--- src/rtl/mano_program_loader_pkg.sv ---
// mano_program_loader_pkg: shared state encoding, error codes and default frame marker
package mano_program_loader_pkg;

    typedef enum logic [2:0] {
        S_IDLE,
        S_LEN,
        S_DATA,
        S_CSUM,
        S_DONE,
        S_ERR
    } state_t;

    localparam logic [1:0] ERR_NONE = 2'b00;
    localparam logic [1:0] ERR_LEN  = 2'b01;
    localparam logic [1:0] ERR_CSUM = 2'b10;

    localparam logic [7:0] DEF_SYNC_BYTE = 8'hA5;

endpackage

--- src/rtl/mano_prog_ram.sv ---
// mano_prog_ram: DEPTH x 8 program store, one write port, one registered read-before-write port
module mano_prog_ram #(
    parameter int DEPTH = 16
) (
    input  logic                     clk,
    input  logic                     rst,
    input  logic                     we,
    input  logic [$clog2(DEPTH)-1:0] waddr,
    input  logic [7:0]               wdata,
    input  logic [$clog2(DEPTH)-1:0] raddr,
    output logic [7:0]               rdata
);

    logic [7:0] mem [DEPTH];
    logic [7:0] rdata_q;
    logic [7:0] rdata_d;

    // contents are never reset so a reset mid-load keeps what was already written
    always_ff @(posedge clk) begin
        if (we) mem[waddr] <= wdata;
    end

    // read samples the array before this edge's write lands, giving old data on a collision
    always_comb begin
        rdata_d = mem[raddr];
    end

    // registered read port
    always_ff @(posedge clk) begin
        rdata_q <= rst ? 8'h00 : rdata_d;
    end

    assign rdata = rdata_q;

endmodule

--- src/rtl/mano_program_loader.sv ---
// mano_program_loader: serial framed program loader with checksum into a CPU-readable RAM
module mano_program_loader
    import mano_program_loader_pkg::*;
#(
    parameter int         DEPTH     = 16,
    parameter logic [7:0] SYNC_BYTE = DEF_SYNC_BYTE
) (
    input  logic                     clk,
    input  logic                     rst,
    input  logic [7:0]               byte_in,
    input  logic                     byte_valid,
    output logic                     byte_ready,
    input  logic                     err_clr,
    input  logic [$clog2(DEPTH)-1:0] cpu_addr,
    output logic [7:0]               cpu_rdata,
    output logic                     loaded,
    output logic                     busy,
    output logic                     err,
    output logic [1:0]               err_code
);

    localparam int AW = $clog2(DEPTH);

    state_t        state_q, state_d;
    logic [AW-1:0] ptr_q, ptr_d;
    logic [8:0]    len_q, len_d;
    logic [7:0]    csum_q, csum_d;
    logic          loaded_q, loaded_d;
    logic [1:0]    err_code_q, err_code_d;
    logic          fire;
    logic          we;

    // frame parser: sync, length, data, checksum; errors park in ERR until cleared
    always_comb begin
        state_d    = state_q;
        ptr_d      = ptr_q;
        len_d      = len_q;
        csum_d     = csum_q;
        loaded_d   = loaded_q;
        err_code_d = err_code_q;
        we         = 1'b0;
        byte_ready = state_q != S_ERR;
        fire       = byte_valid && byte_ready;
        case (state_q)
            S_IDLE, S_DONE: begin
                if (fire && byte_in == SYNC_BYTE) begin
                    state_d  = S_LEN;
                    loaded_d = 1'b0;
                    csum_d   = 8'h00;
                end
            end
            S_LEN: begin
                if (fire) begin
                    if (byte_in == 8'h00 || 9'(byte_in) > 9'(DEPTH)) begin
                        state_d    = S_ERR;
                        err_code_d = ERR_LEN;
                    end else begin
                        state_d = S_DATA;
                        len_d   = 9'(byte_in);
                        ptr_d   = '0;
                    end
                end
            end
            S_DATA: begin
                if (fire) begin
                    we      = 1'b1;
                    ptr_d   = ptr_q + 1'b1;
                    csum_d  = csum_q + byte_in;
                    state_d = (9'(ptr_q) + 9'd1 == len_q) ? S_CSUM : S_DATA;
                end
            end
            S_CSUM: begin
                if (fire) begin
                    if (byte_in == csum_q) begin
                        state_d  = S_DONE;
                        loaded_d = 1'b1;
                    end else begin
                        state_d    = S_ERR;
                        err_code_d = ERR_CSUM;
                    end
                end
            end
            S_ERR: begin
                if (err_clr) begin
                    state_d    = S_IDLE;
                    err_code_d = ERR_NONE;
                end
            end
            default: state_d = S_IDLE;
        endcase
    end

    // state registers; reset abandons any frame in flight
    always_ff @(posedge clk) begin
        if (rst) begin
            state_q    <= S_IDLE;
            ptr_q      <= '0;
            len_q      <= '0;
            csum_q     <= '0;
            loaded_q   <= 1'b0;
            err_code_q <= ERR_NONE;
        end else begin
            state_q    <= state_d;
            ptr_q      <= ptr_d;
            len_q      <= len_d;
            csum_q     <= csum_d;
            loaded_q   <= loaded_d;
            err_code_q <= err_code_d;
        end
    end

    mano_prog_ram #(.DEPTH(DEPTH)) u_ram (
        .clk   (clk),
        .rst   (rst),
        .we    (we),
        .waddr (ptr_q),
        .wdata (byte_in),
        .raddr (cpu_addr),
        .rdata (cpu_rdata)
    );

    assign loaded   = loaded_q;
    assign busy     = state_q == S_LEN || state_q == S_DATA || state_q == S_CSUM;
    assign err      = state_q == S_ERR;
    assign err_code = err_code_q;

endmodule

--- config.mk ---
export PLATFORM = sky130hd
export DESIGN_NAME = mano_program_loader
export DESIGN_NICKNAME = d
export VERILOG_FILES = /design/src/rtl/mano_program_loader_pkg.sv /design/src/rtl/mano_prog_ram.sv /design/src/rtl/mano_program_loader.sv
export SDC_FILE = /design/constraint.sdc
export NUM_CORES = 1
export LEC_CHECK = 0
export CAP_MARGIN = 5
export CELL_PAD_IN_SITES_DETAIL_PLACEMENT = 0
export CELL_PAD_IN_SITES_GLOBAL_PLACEMENT = 2
export CORE_MARGIN = 1.5
export CORE_UTILIZATION = 43
export CTS_CLUSTER_SIZE = 24
export DETAILED_ROUTE_END_ITERATION = 12
export DONT_BUFFER_PORTS = 1
export GPL_TIMING_DRIVEN = 0
export PLACE_DENSITY_LB_ADDON = 0.1
export SYNTH_ARGS = -nofsm -noshare
export SYNTH_HDL_FRONTEND = slang
export SYNTH_SLANG_ARGS = --single-unit
--- constraint.sdc ---
create_clock -name clk -period 1.8 [get_ports clk]
set_input_delay 0 -clock clk [delete_from_list [all_inputs] [get_ports clk]]
set_output_delay 0 -clock clk [all_outputs]
set_load 0.03 [all_outputs]
After elaboration in Yosys (flattened, before gate mapping)
Memories as Yosys holds them, arrays and structs flattened. A register that Yosys moved wholly into a read port is not among the register bits. Index checks and enable logic that the tools add are counted.

Flip-flop bits (word level): 26. Bits in writable memories: 128. Input port bits: 16. Output and inout port bits: 14. Logic and storage cells: 78. Memories kept: 1.

Memories: u_ram.mem (depth 16, bits a word 8, read ports 1, clocked after memory_dff 1, wr ports 1, line mano_prog_ram.sv:14) `logic [7:0] mem [DEPTH];`.

Add/sub/neg operators: 3. Order comparisons: 1. Equality and inequality tests: 18. Mux-type cells: 30. Bitwise logic cells: 1. Reduce and logical (&&, ||, !) cells: 18.

Operator list (number): two-way mux 3 bit (6); inequality test 2 bit (second input constant) (9); two-way mux 8 bit (2); one-hot mux 8 bit (2 select lines) (1); one-hot mux 3 bit (5 select lines) (1); two-way mux 4 bit (3); two-way mux 2 bit (5); two-way mux 1 bit (9); adder 8 bit (1); equality test 5 x 8 -> 1 bit (1); equality test 8 bit (1); equality test 8 bit (second input constant) (1); > comparator 8 x 5 -> 1 bit (second input constant) (1); zero test 8 bit (1); one-hot mux 4 bit (2 select lines) (1); AND reduction 4 bit (2); equality test 3 x 2 -> 1 bit (second input constant) (2); equality test 3 bit (second input constant) (2); one-hot mux 2 bit (3 select lines) (1); AND reduction 3 bit (2); AND reduction 6 bit (1); nonzero test 2 bit (3); adder 4 x 1 -> 5 bit (second input constant) (1); AND reduction 5 bit (1); 10 further kinds (13).

Logic depth before layout (Yosys ltp)
Depth after elaboration: 6. Gate-level depth with buffers: 8. Mapped depth without buffers: 7.

By module
Synthesis repeated with hierarchy kept, for this count alone.

Cells, all modules: 454. Area total of the unflattened synthesis: 6916.6 sq um.

By module, submodules not included: mano_prog_ram (times used 1, cells each 259, area an instance 5282.6 sq um, sequential area each 4003.8 sq um); mano_program_loader (times used 1, cells each 195, area an instance 1634.1 sq um, sequential area each 520.5 sq um).

Least setup slack after synthesis
OpenSTA, ideal clock, no wires.

Kind: flip-flop to flip-flop. From: register state_q[2]. To: memory u_ram.mem[3][0] (enable). Library setup time: 383 ps. Data arrival time: 1598 ps. Required time: 1417 ps. Path slack: -181 ps. Cell stages (with the launch flop): 7. Path buffers: 2. Clock period less this slack: 1981 ps. Cells stage by stage: dfxtp_1 clkbuf_1 inv_1 and4_1 buf_2 nand2_1 nor3_1.

Cells in the longest elaborated chain, start to end: 6. Elaborated cells between the ends (all ways): 7. Those cells by class: 2 x eq/ne; 4 x mux; 1 x reduce/logical.

Ends and longest elaborated chain: from (decl) (line mano_program_loader.sv:24) `state_t state_q, state_d;`; from (signal assigned) (line mano_program_loader.sv:103) `state_q <= state_d;`; inequality test 3 bit (line mano_program_loader.sv:42) `byte_ready = state_q != S_ERR;`; logical AND 1 bit (line mano_program_loader.sv:43) `fire = byte_valid && byte_ready;`; two-way mux 1 bit (line mano_program_loader.sv:65) `if (fire) begin`; two-way mux 1 bit (*) (line mano_program_loader.sv:44) `case (state_q)`; two-way mux 1 bit (*) (line mano_prog_ram.sv:20) `if (we) mem[waddr] <= wdata;`; two-way mux 1 bit (implied by the code) (*) (line mano_prog_ram.sv:20); to (decl) (line mano_prog_ram.sv:14).

Every way passes the cells marked *; elsewhere a longest branch is shown, timed or not.

Worst setup path after layout
From: register state_q[0]. To: register state_q[0].

Cells in the longest elaborated chain, start to end: 5. Elaborated cells between the ends (all ways): 17. Those cells by class: 11 x eq/ne; 1 x mux; 5 x reduce/logical.

Ends and longest elaborated chain: inequality test 3 bit (*) (line mano_program_loader.sv:42); via byte_ready (line mano_program_loader.sv:12) `output logic byte_ready,`; logical AND 1 bit (*) (line mano_program_loader.sv:43); logical AND 1 bit (line mano_program_loader.sv:46) `if (fire && byte_in == SYNC_BYTE) begin`; inequality test 2 bit (no source line); AND reduction 5 bit (no source line) (*).

Mark *: on every way through the listed nets, which the timed path passes. The rest lies on a longest branch. A chain may end at the register's enable or synchronous reset.

==> reports/results.tsv <==
stage	metric	value	unit
outcome	status	finished, violations left	
route	detail_route.vias_per_cell	5.44	
route	drt_first_pass_iters	5	
cts	cts_tree	built	
cells_and_area	drive_gt1_frac	0.258	
route	routedWlPerCell	22.5	um
place	portBuffers	0	
sta	fin_crit_sh	0.988	
logic_synthesis	synthesis.instances	400	
critical_path	path_max_fanout	6	
critical_path	critPathMaxStageDelay	0.37	ns
cts	htree_levels	4	
logic_synthesis	synth_edf_count	128	
power	ir_worst_vdd	0.654	mV
logic_synthesis	yosys_warnings	0	
sta	report.final.slew_viol_count	0	
min_path	min_path_type	input pin to flip-flop	
logic_synthesis	synth_ff_type	edfxtp_1	
critical_path	cp_cell_sequence	nand3b_1 > nand4_1 > buf_4 > mux2i_1 > a21oi_1 > a311oi_1	
cells_and_area	finalInstanceArea	8250	um2
critical_path	crit_arrival	2.10	ns
cts	cts.sinks	162	
global_route	grt.total_usage	0.197	
cells_and_area	area_growth	20.6	%
power	power.density	961	nW/um2
logic_synthesis	postSynthAreaPerCell	17.1	um2
sta	period_needed	1.78	ns
route	ant_nets	0	
logic_synthesis	synthDistinctLibCells	50	
cts	clkTransAtPathRegs	0.06	ns
power	power_leakage	2.82	nW
run	cap_violations	0	
logic_synthesis	yosys-top-cells-area	edfxtp_1, dfxtp_1, mux4_1	
logic_synthesis	async_flop_share	0	
sta	final.setup.worst_slack	0.0223	ns
logic_synthesis	syn_nets	428	
floorplan	initial_core_util	0.445	
cts	clk-insertion-delay-late	0.42	ns
outcome	violations	negative hold slack	
place	placed_area	7130	um2
sta	maxSlewHeadroom	0.455	
logic_synthesis	netlist_area	6840	um2
sta	worstMarginPinSlew	0.817	ns
sta	hold_violations	2	
sta	rsz0062_at_grt	yes	
critical_path	startpoint_type	flip-flop	
floorplan	rows	45	
logic_synthesis	ys_ff_latch	162	
route	vias	3620	
place	hpwl	9.27	mm
sta	holdWs	-0.00375	ns
cts	cts_root_buffer	clkbuf_16	
place	post-place-ws	-0.644	ns
critical_path	crit_slowest_cell	nand3b_1	
route	routed_wl	14.9	mm
logic_synthesis	yosysTopAreaCell	edfxtp_1	
route	drc	0	
global_route	grt_pass1_vias	3829	
cts	cts_made_buffers	17	
sta	tns	0	ns
sta	fmax	0.563	GHz
cells_and_area	nets	469	
critical_path	crit_path_end_kind	flip-flop	
logic_synthesis	synth-seq-area-share	0.661	
logic_synthesis	synth_top_area_share	0.562	
floorplan	ios	30	
global_route	grt_max_degree	19	
cts	clockBufferDepth	2	
floorplan	die_y	129	um
sta	skew	0.0111	ns
floorplan	core	15400	um2
place	gp_congestion	0.745	
global_route	overflow	0	
critical_path	crit_required	2.12	ns
floorplan	die-area	16700	um2
global_route	antenna_found_initial	0	
route	drtIter0Drc	251	
floorplan	die_x	129	um
sta	finalSetupViolCount	0	
global_route	grt_pass1_wl	23.0	mm
critical_path	crit_type	flip-flop to flip-flop	
cells_and_area	diodes	0	
## where the power goes
| group | internal, mW | total (mW) | switching [mW] |
|---|---|---|---|
| clock network | 2.15 | 3.53 | 1.38 |
| logic | 0.152 | 0.328 | 0.176 |
| registers | 4.04 | 4.08 | 0.0343 |
## worst max-delay path, delay by kind of cell (launching register included)
| family | cells | cell delay, ns |
|---|---|---|
| simple gates | 2 | 0.65 |
| flops | 1 | 0.36 |
| compound gates | 2 | 0.30 |
| buf+inv | 1 | 0.22 |
| mux | 1 | 0.13 |
## kinds of logic after synthesis
kind of cell             Yosys count  synth area share
flip-flops                       162             0.661
AND/OR/NAND/NOR                   83            0.0647
AO/OA/AOI/OAI                     52            0.0530
multiplexers                      49             0.158
buffers and inverters             29            0.0232
XOR/XNOR                          13            0.0166
adder cells (fa/ha/maj)           12            0.0230
## metal layers
| metal | global-route usage | part of all wire |
|---|---|---|
| met1 | 0.239 | 0.42 |
| met2 | 0.330 | 0.52 |
| met3 | 0.0553 | 0.037 |
| met4 | 0.0853 | 0.026 |
| met5 | 0 | 0 |
## placed cells by master, fill, tap and decap left out, types with 9 or more instances in the layout
cell             n
clkbuf_16       17
and2_1           9
mux4_1          24
nor2_4          12
dfxtp_1         27
nor2_1          13
a21oi_1         13
mux4_2          16
xnor2_1          9
edfxtp_1       128
buf_4            9
dlygate4sd3_1   11
inv_1            9
## synth_stat cells (3+ instances only)
cell type  number
xnor2_1         9
mux2i_1         8
ha_1           11
nand2_1        11
and3_1          4
nor4_1          4
a21o_1          5
nand2b_1        4
buf_2           3
nor3_1          5
a211oi_1        5
o21a_1          3
and2_1          9
inv_1           9
xor2_1          4
buf_1           3
nor2_1         25
nand3_1         5
mux4_1         24
dfxtp_1        34
a22o_1          7
o21ai_0         6
a21oi_1        14
mux4_2         16
o2111ai_1       3
clkbuf_1       10
edfxtp_1      128
## metrics by stage
| step | cells | util | power (mW) |
|---|---|---|---|
| after floorplan | 400 | - | 4.35 |
| after global placement | 611 | 0.463 | 4.41 |
| after detailed placement | 612 | 0.464 | 4.41 |
| after CTS | 660 | 0.528 | 8.02 |
| after global routing | 665 | 0.537 | 8.22 |
| final | 665 | 0.537 | 7.94 |
## layout make-up
class	count	area (um2)
clock buffers	23	478
multi-input cells	209	2420
flip-flops and latches	162	4540
well taps	211	264
repair buffers	27	308
clock inverters	9	103
fillers	1236	7120
plain buffers	15	110
inverters	9	33.8
## state kept, by name (all words and copies together) (netlist names)
register     flops
csum_q           8
err_code         2
len_q            8
loaded           1
ptr_q            4
state_q          3
u_ram.mem      128
u_ram.rdata      8
## path summary, 6_finish.rpt
check	startpoint	cells after the start	endpoint	slack, ns
worst max-delay path	state_q[0]$_SDFFE_PP0P_	6	state_q[0]$_SDFFE_PP0P_	0.02
worst min-delay path	rst	2	len_q[0]$_SDFFE_PP0P_	-0.004
worst max register to register	state_q[0]$_SDFFE_PP0P_	6	state_q[0]$_SDFFE_PP0P_	0.02
worst min register to register	len_q[5]$_SDFFE_PP0P_	1	len_q[5]$_SDFFE_PP0P_	0.48
## timing repair
item	in CTS	in global routing
hold endpoints to repair	150	0
buffers inserted	7	7
resized for setup	53	19
endpoints found under the setup margin	143	92
cloned	0	0
pin swaps	10	19
hold buffers	12	0
Note: power is estimated with default switching activity, not from simulation.
